==> config.mk <==
export PLATFORM = sky130hd
export DESIGN_NAME = fetch_unit
export DESIGN_NICKNAME = d
export VERILOG_FILES = /design/src/rtl/fetch_unit.sv
export SDC_FILE = /design/constraint.sdc
export NUM_CORES = 1
export LEC_CHECK = 0
export ABC_CLOCK_PERIOD_IN_PS = 5700
export CORE_MARGIN = 1.5
export CORE_UTILIZATION = 30
export DETAILED_ROUTE_END_ITERATION = 10
export HOLD_SLACK_MARGIN = 0.12
export PLACE_DENSITY = 0.63
export SLEW_MARGIN = 20
export SYNTH_ARGS = -nofsm -noshare
export SYNTH_HDL_FRONTEND = slang
export SYNTH_SLANG_ARGS = --single-unit
==> constraint.sdc <==
create_clock -name i_clk -period 5.7 [get_ports i_clk]
set_clock_uncertainty 0.05 [all_clocks]
set_input_delay 1.14 -clock i_clk [delete_from_list [all_inputs] [get_ports i_clk]]
set_output_delay 1.14 -clock i_clk [all_outputs]
set_load 0.01 [all_outputs]
==> src/rtl/fetch_unit.sv <==
// Instruction fetch stage: owns the PC, issues single outstanding word requests to
// instruction memory and hands the returned word plus its PC to decode/extend.
module fetch_unit #(
  parameter logic [31:0] RESET_PC = 32'h0000_0000
) (
  input  logic        i_clk,
  input  logic        i_rst,
  output logic        o_imemReqValid,
  output logic [31:0] o_imemAddr,
  input  logic        i_imemReqReady,
  input  logic        i_imemRspValid,
  input  logic [31:0] i_imemRspData,
  output logic        o_instrValid,
  output logic [31:0] o_instruction,
  output logic [31:0] o_pc,
  output logic [31:0] o_pcPlus4,
  input  logic        i_instrReady,
  input  logic        i_redirectValid,
  input  logic [31:0] i_redirectTarget
);

  localparam int unsigned XLEN = 32;
  localparam logic [XLEN-1:0] PC_STEP = XLEN'(4);

  typedef enum logic [1:0] {
    ST_REQ,
    ST_WAIT,
    ST_HOLD
  } state_e;

  state_e            state_q, state_d;
  logic [XLEN-1:0]   pc_q, pc_d;
  logic              kill_q, kill_d;
  logic              instr_valid_q, instr_valid_d;
  logic [XLEN-1:0]   instr_q, instr_d;
  logic [XLEN-1:0]   out_pc_q, out_pc_d;
  logic [XLEN-1:0]   out_pc4_q, out_pc4_d;

  logic [XLEN-1:0]   redirect_pc;
  logic              unused_tgt_lsb;

  // Redirect targets are always word aligned; the low two bits are dropped.
  assign redirect_pc    = {i_redirectTarget[XLEN-1:2], 2'b00};
  assign unused_tgt_lsb = ^i_redirectTarget[1:0];

  always_ff @(posedge i_clk or posedge i_rst) begin
    if (i_rst) begin
      state_q       <= ST_REQ;
      pc_q          <= RESET_PC;
      kill_q        <= 1'b0;
      instr_valid_q <= 1'b0;
      instr_q       <= '0;
      out_pc_q      <= RESET_PC;
      out_pc4_q     <= RESET_PC + PC_STEP;
    end else begin
      state_q       <= state_d;
      pc_q          <= pc_d;
      kill_q        <= kill_d;
      instr_valid_q <= instr_valid_d;
      instr_q       <= instr_d;
      out_pc_q      <= out_pc_d;
      out_pc4_q     <= out_pc4_d;
    end
  end

  always_comb begin
    state_d       = state_q;
    pc_d          = pc_q;
    kill_d        = kill_q;
    instr_valid_d = instr_valid_q;
    instr_d       = instr_q;
    out_pc_d      = out_pc_q;
    out_pc4_d     = out_pc4_q;

    unique case (state_q)
      ST_REQ: begin
        if (i_redirectValid) begin
          pc_d = redirect_pc;
        end
        // A redirect landing on the accept edge poisons the in-flight response.
        if (i_imemReqReady) begin
          state_d = ST_WAIT;
          kill_d  = i_redirectValid;
        end
      end

      ST_WAIT: begin
        if (i_imemRspValid) begin
          if (kill_q || i_redirectValid) begin
            kill_d  = 1'b0;
            state_d = ST_REQ;
          end else begin
            instr_d       = i_imemRspData;
            out_pc_d      = pc_q;
            out_pc4_d     = pc_q + PC_STEP;
            instr_valid_d = 1'b1;
            state_d       = ST_HOLD;
          end
        end
        if (i_redirectValid) begin
          pc_d = redirect_pc;
          if (!i_imemRspValid) begin
            kill_d = 1'b1;
          end
        end
      end

      ST_HOLD: begin
        // Redirect wins over sequential advance, consumed or not.
        if (i_redirectValid) begin
          instr_valid_d = 1'b0;
          pc_d          = redirect_pc;
          state_d       = ST_REQ;
        end else if (i_instrReady) begin
          instr_valid_d = 1'b0;
          pc_d          = pc_q + PC_STEP;
          state_d       = ST_REQ;
        end
      end

      default: begin
        state_d = ST_REQ;
      end
    endcase
  end

  assign o_imemReqValid = (state_q == ST_REQ) && !i_rst;
  assign o_imemAddr     = pc_q;
  assign o_instrValid   = instr_valid_q;
  assign o_instruction  = instr_q;
  assign o_pc           = out_pc_q;
  assign o_pcPlus4      = out_pc4_q;

endmodule

==> run_results.csv, run 1 <==
group,metric,value,unit
placement,place_area,0.008183,mm^2
power,power.density,456.5,mW/mm^2
global_route,grt_usage,18.42,%
timing,slew_violations,0,
clock_tree,cts.htree.levels,4,
run_status,status,"finished, final reports clean",
placement,gp_congestion,0.7845,
drt,route.detailed.drc,0,
timing,fin_ws,2.132,ns
clock_tree,post-cts-setup-buffer-count,0,
yosys,ys_async_sr_fraction,100.0,%
placement,placed_cells,1125,
global_route,grt_pass1_vias,5595,
worst_setup_path,r2r-start,"o_imemAddr[2]",
finish,syn2layout_area_growth,43.28,%
yosys,ys_ff_latch,126,
hold_path,hold_start,"o_instruction[2]",
clock_tree,cts.sinks,126,
timing,fin_crit,3.568,ns
run,drv_cap,0,
timing,slew_headroom,32.78,%
worst_setup_path,arrival,2.38,ns
timing,finalSetupTns,0,ns
worst_setup_path,r2r_setup_slack,2.98,ns
finish,fillers,2036,
finish,layout.cells.non_filler,1156,
timing,setup_viol,0,
worst_setup_path,worst_setup_path_end_kind,"primary output",
yosys,yosysTopAreaCellShare,51.16,%
finish,diodes,0,
drt,vias,5683,
clock_tree,path_clk_slew,0.05,ns
timing,clock.fmax,0.2803,GHz
hold_path,hold_class,"register to register",
clock_tree,postCtsResizedCells,0,
yosys,synth_area,0.006115,mm^2
clock_tree,cts_hold_buffers,0,
global_route,antenna_found_initial,0,
clock_tree,clock-root-buffer,"clkbuf_16",
yosys,ys_seq_area_share,51.59,%
timing,worstMarginPinSlew,1.008,ns
drt,routed_wl,18720,um
worst_setup_path,reg2reg_to,"o_imemAddr[30]",
worst_setup_path,worstSetupPathType,"primary input to primary output",
power,ir_drop,0.0002306,V
floorplanning,ios,200,
hold_path,hold_end,"o_instruction[2]",
floorplanning,placeableCoreArea,0.02010,mm^2
floorplanning,die_h,145.8,um
global_route,grt_max_degree,95,
worst_setup_path,r2r.worst_path.cells,6,
finish,nets,946,
worst_setup_path,critPathRequiredTime,4.51,ns
yosys,ys_types,54,
drt,antenna_left,0,
clock_tree,clock_latency,0.42,ns
yosys,ys_warn_count,0,
placement,pre_cts_ws,1.893,ns
drt,routed_via_density,4.916,
yosys,syn_area_per_cell,8.528,um^2
timing,fin_crit_sh,62.59,%
clock_tree,cts_tree,"built",
clock_tree,cts_buffer_depth,2,
clock_tree,cts_buffers,17,
drt,detail_route.wl_per_cell,16.19,um
drt,drtIter0Drc,445,
global_route,grt_pass1_wl,30960,um
placement,dp_hpwl,12290,um
floorplanning,initial_core_util,30.41,%
power,p_leak,3.711,nW
placement,port-buffer-count,191,
yosys,yosys.area.top_type,"dfrtp_1",
hold_path,worstHoldPathCells,2,
global_route,gr-total-overflow,0,
drt,first_pass_iters,4,
yosys,syn_inst,717,
worst_setup_path,start_kind,"primary input",
timing,report.final.hold_viol_count,0,
timing,rsz0062_at_grt,"false",
floorplanning,die_w,145.8,um
yosys,synth_enable_flop_cells,0,
finish,design_area,0.008761,mm^2
finish,drive_above_1_share,5.418,%
worst_setup_path,critPathMaxFanout,2,
floorplanning,core.rowCount,52,
yosys,yosys-top-cells-area,"dfrtp_1 (51%), nand2_1 (14%), o21ai_0 (3.2%)",
floorplanning,dieArea,0.02125,mm^2
yosys,yosys_most_used_dff,"dfrtp_1",
==> cell usage after synthesis (9+ instances only) <==
| master | count |
|---|---|
| o21ai_0 | 39 |
| nand2_1 | 225 |
| nor2_1 | 39 |
| a31oi_1 | 21 |
| clkbuf_1 | 46 |
| a21oi_1 | 12 |
| nor4_1 | 9 |
| buf_2 | 10 |
| dfrtp_1 | 125 |
| nand3_1 | 31 |
| o211ai_1 | 12 |
| nand4_1 | 26 |
| or3_1 | 11 |
==> layer usage <==
| metal | wire length (um) | track usage [%] | share of wire, % | up-vias |
|---|---|---|---|---|
| li1 | - | - | - | 2794 |
| met1 | 8725 | 25.30 | 47 | 2677 |
| met2 | 8301 | 28.02 | 44 | 193 |
| met3 | 1434 | 5.298 | 7.7 | 19 |
| met4 | 259 | 5.714 | 1.4 | 0 |
| met5 | 0 | 0 | 0 | - |
==> through the flow <==
| stage | hold WS (ns) | util [%] | power [mW] |
|---|---|---|---|
| 2_1_floorplan | 0.4639 | - | 2.073 |
| 3_3_place_gp | 0.4068 | 40.70 | 2.945 |
| 3_5_place_dp | 0.4117 | 40.70 | 2.967 |
| 4_1_cts | 0.4250 | 43.52 | 4.054 |
| 5_1_grt | 0.4371 | 43.58 | 4.262 |
| 6_report | 0.4202 | 43.58 | 4.000 |
==> logic make-up (layout without fill, tap and decap cells) <==
logic type                 count (synthesis)  count (layout)  share of synthesized area, %
xor gates and xnor gates                  13              13                         1.862
buffers and inverters                     76             240                         5.382
and+or+nand+nor                          379             379                         28.12
DFF                                      126             126                         51.59
other                                      1               6                       0.06133
AOI/OAI and AO/OA                        119             119                         12.44
adders and majority gates                  1               1                        0.2046
muxes                                      2               2                        0.3479
==> registers in the layout (all words and copies together) (netlist names) <==
signal         count
o_instruction     32
o_imemAddr        30
o_pcPlus4         30
o_pc              30
state_q            2
kill_q             1
o_instrValid       1
==> worst max-delay path, cell delays in order <==
cell and delay (ns):
clkdlybuf4s50_1 0.49, nor3_1 0.18, clkdlybuf4s50_1 0.57
==> power breakdown <==
| part | internal (mW) | switching, mW |
|---|---|---|
| Combinational | 0.814 | 0.616 |
| Sequential | 1.25 | 0.257 |
| Clock | 0.672 | 0.391 |
==> layout by cell type (no fill, tap or decap), types with 8 or more instances in the layout <==
master / instances
nand2_1: 225
clkdlybuf4s50_1: 191
dfrtp_1: 125
o21ai_0: 39
nor2_1: 38
nand3_1: 31
nand4_1: 26
a31oi_1: 21
clkbuf_16: 17
o211ai_1: 12
a21oi_1: 12
or3_1: 10
buf_4: 10
nor4_1: 9
xnor2_1: 8
==> cell type report <==
type | instances | area (um^2) | area share [%]
Inverter | 8 | 35.03 | 0.3999
Timing Repair Buffer | 202 | 1998 | 22.81
Multi-Input combinational cell | 520 | 2669 | 30.46
Clock inverter | 6 | 85.08 | 0.9712
Sequential cell | 126 | 3154 | 36.00
Tap cell | 270 | 337.8 | 3.856
Clock buffer | 24 | 481.7 | 5.498
==> worst max path at each step <==
stage          depth (start not counted)             from             end  slack [ns]
2_1_floorplan                          1            i_rst          kill_q        1.16
3_3_place_gp                           6  i_redirectValid  o_imemAddr[19]        1.93
5_1_grt                                3            i_rst  o_imemReqValid        2.03
3_5_place_dp                           6  i_redirectValid  o_imemAddr[19]        1.89
6_report                               3            i_rst  o_imemReqValid        2.13
4_1_cts                                3            i_rst  o_imemReqValid        2.11
Note: power is estimated with default switching activity, not from simulation.
==> run 2: changes to the inputs <==
--- a/config.mk
+++ b/config.mk
@@ -5,7 +5,7 @@
 export SDC_FILE = /design/constraint.sdc
 export NUM_CORES = 1
 export LEC_CHECK = 0
-export ABC_CLOCK_PERIOD_IN_PS = 5700
+export ABC_CLOCK_PERIOD_IN_PS = 3400
 export CORE_MARGIN = 1.5
 export CORE_UTILIZATION = 30
 export DETAILED_ROUTE_END_ITERATION = 10
==> constraint.sdc (replaced) <==
create_clock -name i_clk -period 3.4 [get_ports i_clk]
set_clock_uncertainty 0.05 [all_clocks]
set_input_delay 0.68 -clock i_clk [delete_from_list [all_inputs] [get_ports i_clk]]
set_output_delay 0.68 -clock i_clk [all_outputs]
set_load 0.01 [all_outputs]
==> run 2 against run 1 <==
Final cell count increased by 0.69%. Sequential share of layout area decreased by 0.52 points. Utilization increased by 0.63 points. Via count increased by 0.72%. Register-to-register slack got worse by 2.2 ns. Global-route usage decreased by 0.38 points. Flip-flop and latch count unchanged. Setup slack got worse by 1.3 ns. Sequential power increased by 68%. Clock power increased by 84%. First-iteration DRC count decreased by 22%. Non-clock buffer count increased by 6. Critical endpoint is now o_pcPlus4[18]. Largest power group unchanged. Highest routed layer unchanged.
==> run_results.csv, run 2 (same netlist as run 1, synthesis figures left out) <==
group,metric,value,unit
global_route,grtUsageMet1,24.86,%
drt,vias,5724,
clock_tree,cts_buffers,17,
finish,largest_register_ffs,32,
floorplanning,placeableCoreArea,0.02010,mm^2
placement,pre_cts_ws,0.4901,ns
power,ir_drop,0.0003650,V
finish,layout.cells.non_filler,1164,
finish,syn2layout_area_growth,45.37,%
drt,antenna_left,0,
finish,final_cell_mix,"nand2_1 (225), clkdlybuf4s50_1 (191), dfrtp_1 (125), o21ai_0 (39), nor2_1 (38)",
timing,setup_viol,0,
global_route,busiest_layer,"met2",
placement,dp_hpwl,12400,um
timing,report.final.hold_viol_count,0,
placement,place_area,0.008259,mm^2
global_route,met2_usage,26.43,%
finish,final_common_cell,"nand2_1",
clock_tree,cts.sinks,126,
floorplanning,die_w,145.8,um
drt,detail_route.wl_per_cell,16.07,um
worst_setup_path,start_kind,"register",
floorplanning,die_h,145.8,um
placement,placed_cells,1132,
timing,slew_headroom,32.63,%
drt,route.detailed.drc,0,
clock_tree,post-cts-setup-buffer-count,0,
finish,diodes,0,
clock_tree,postCtsResizedCells,0,
finish,design_area,0.008889,mm^2
clock_tree,cts_hold_buffers,0,
timing,rsz0062_at_grt,"false",
global_route,gr-total-overflow,0,
clock_tree,clock-root-buffer,"clkbuf_16",
hold_path,hold_class,"register to register",
worst_setup_path,worstSetupPathType,"register to register",
timing,slew_violations,0,
global_route,grt_pass1_wl,30500,um
power,p_leak,3.765,nW
timing,whs,0.4229,ns
finish,fillers,1954,
timing,worstMarginPinSlew,1.010,ns
clock_tree,cts.htree.levels,4,
clock_tree,path_clk_slew,0.06,ns
drt,first_pass_iters,4,
run_status,status,"finished, final reports clean",
timing,clock.fmax,0.3821,GHz
floorplanning,core.rowCount,52,
global_route,grt_usage,18.03,%
global_route,use_met3,6.238,%
global_route,grt_max_degree,95,
worst_setup_path,critPathMaxFanout,12,
floorplanning,ios,200,
run,drv_cap,0,
timing,fin_crit,2.617,ns
worst_setup_path,critPathRequiredTime,3.68,ns
worst_setup_path,worst_setup_path_end_kind,"register",
clock_tree,cts_tree,"built",
floorplanning,initial_core_util,30.41,%
clock_tree,cts_buffer_depth,2,
timing,fin_ws,0.7829,ns
finish,nets,952,
drt,routed_via_density,4.918,
power,power.density,774.7,mW/mm^2
timing,finalSetupTns,0,ns
placement,port-buffer-count,191,
worst_setup_path,arrival,2.90,ns
drt,routed_wl,18700,um
placement,gp_congestion,0.7835,
global_route,antenna_found_initial,0,
global_route,grt_pass1_vias,5448,
timing,fin_crit_sh,76.97,%
drt,drtIter0Drc,349,
clock_tree,clock_latency,0.42,ns
floorplanning,dieArea,0.02125,mm^2
finish,drive_above_1_share,6.600,%
[run 2: worst max-delay path, stage by stage, from the launching register on]
cell and delay [ns]:
dfrtp_1 0.53, ha_1 0.31, and3_1 0.35, nand4_1 0.48, buf_4 0.34, or3_1 0.30, a31oi_1 0.17
[run 2: through the flow]
step                power (mW)  util (%)
floorplan                3.475         -
global placement         4.952     41.08
detailed placement       4.986     41.08
CTS                      6.974     44.21
global route             7.320     44.21
finish                   6.886     44.21
[run 2: path summary, 6_finish.rpt]
path                               start           endpoint  slack (ns)  cells after the start
setup / recovery           o_imemAddr[2]      o_pcPlus4[18]        0.78                      6
hold / removal                  o_pc[31]           o_pc[31]        0.42                      2
setup reg to reg           o_imemAddr[2]      o_pcPlus4[18]        0.78                      6
hold reg to reg                 o_pc[31]           o_pc[31]        0.42                      2
max in group asynchronous          i_rst  o_instruction[17]        2.12                      3
min in group asynchronous          i_rst       o_instrValid        0.68                      3
[run 2: routing by layer]
layer	vias to the layer above	part of all wire (%)
met5	-	0
met4	0	1.9
met3	24	7.4
met2	188	43
met1	2705	47
li1	2807	-
[run 2: where the power goes]
group          total [mW]  switching, mW  internal (mW)  leakage [nW]
sequential           2.53          0.433           2.09          1.53
clock                1.95          0.702           1.25         0.296
combinational        2.41           1.04           1.37          1.94
[run 2: layout make-up]
type | count | area (um^2) | share of cell area, %
clock buffers | 19 | 442.9 | 4.983
flip-flops and latches | 126 | 3154 | 35.49
inverters | 8 | 33.78 | 0.3801
clock inverters | 13 | 186.4 | 2.097
well taps | 270 | 337.8 | 3.801
repair buffers | 208 | 2064 | 23.23
multi-input cells | 520 | 2669 | 30.03
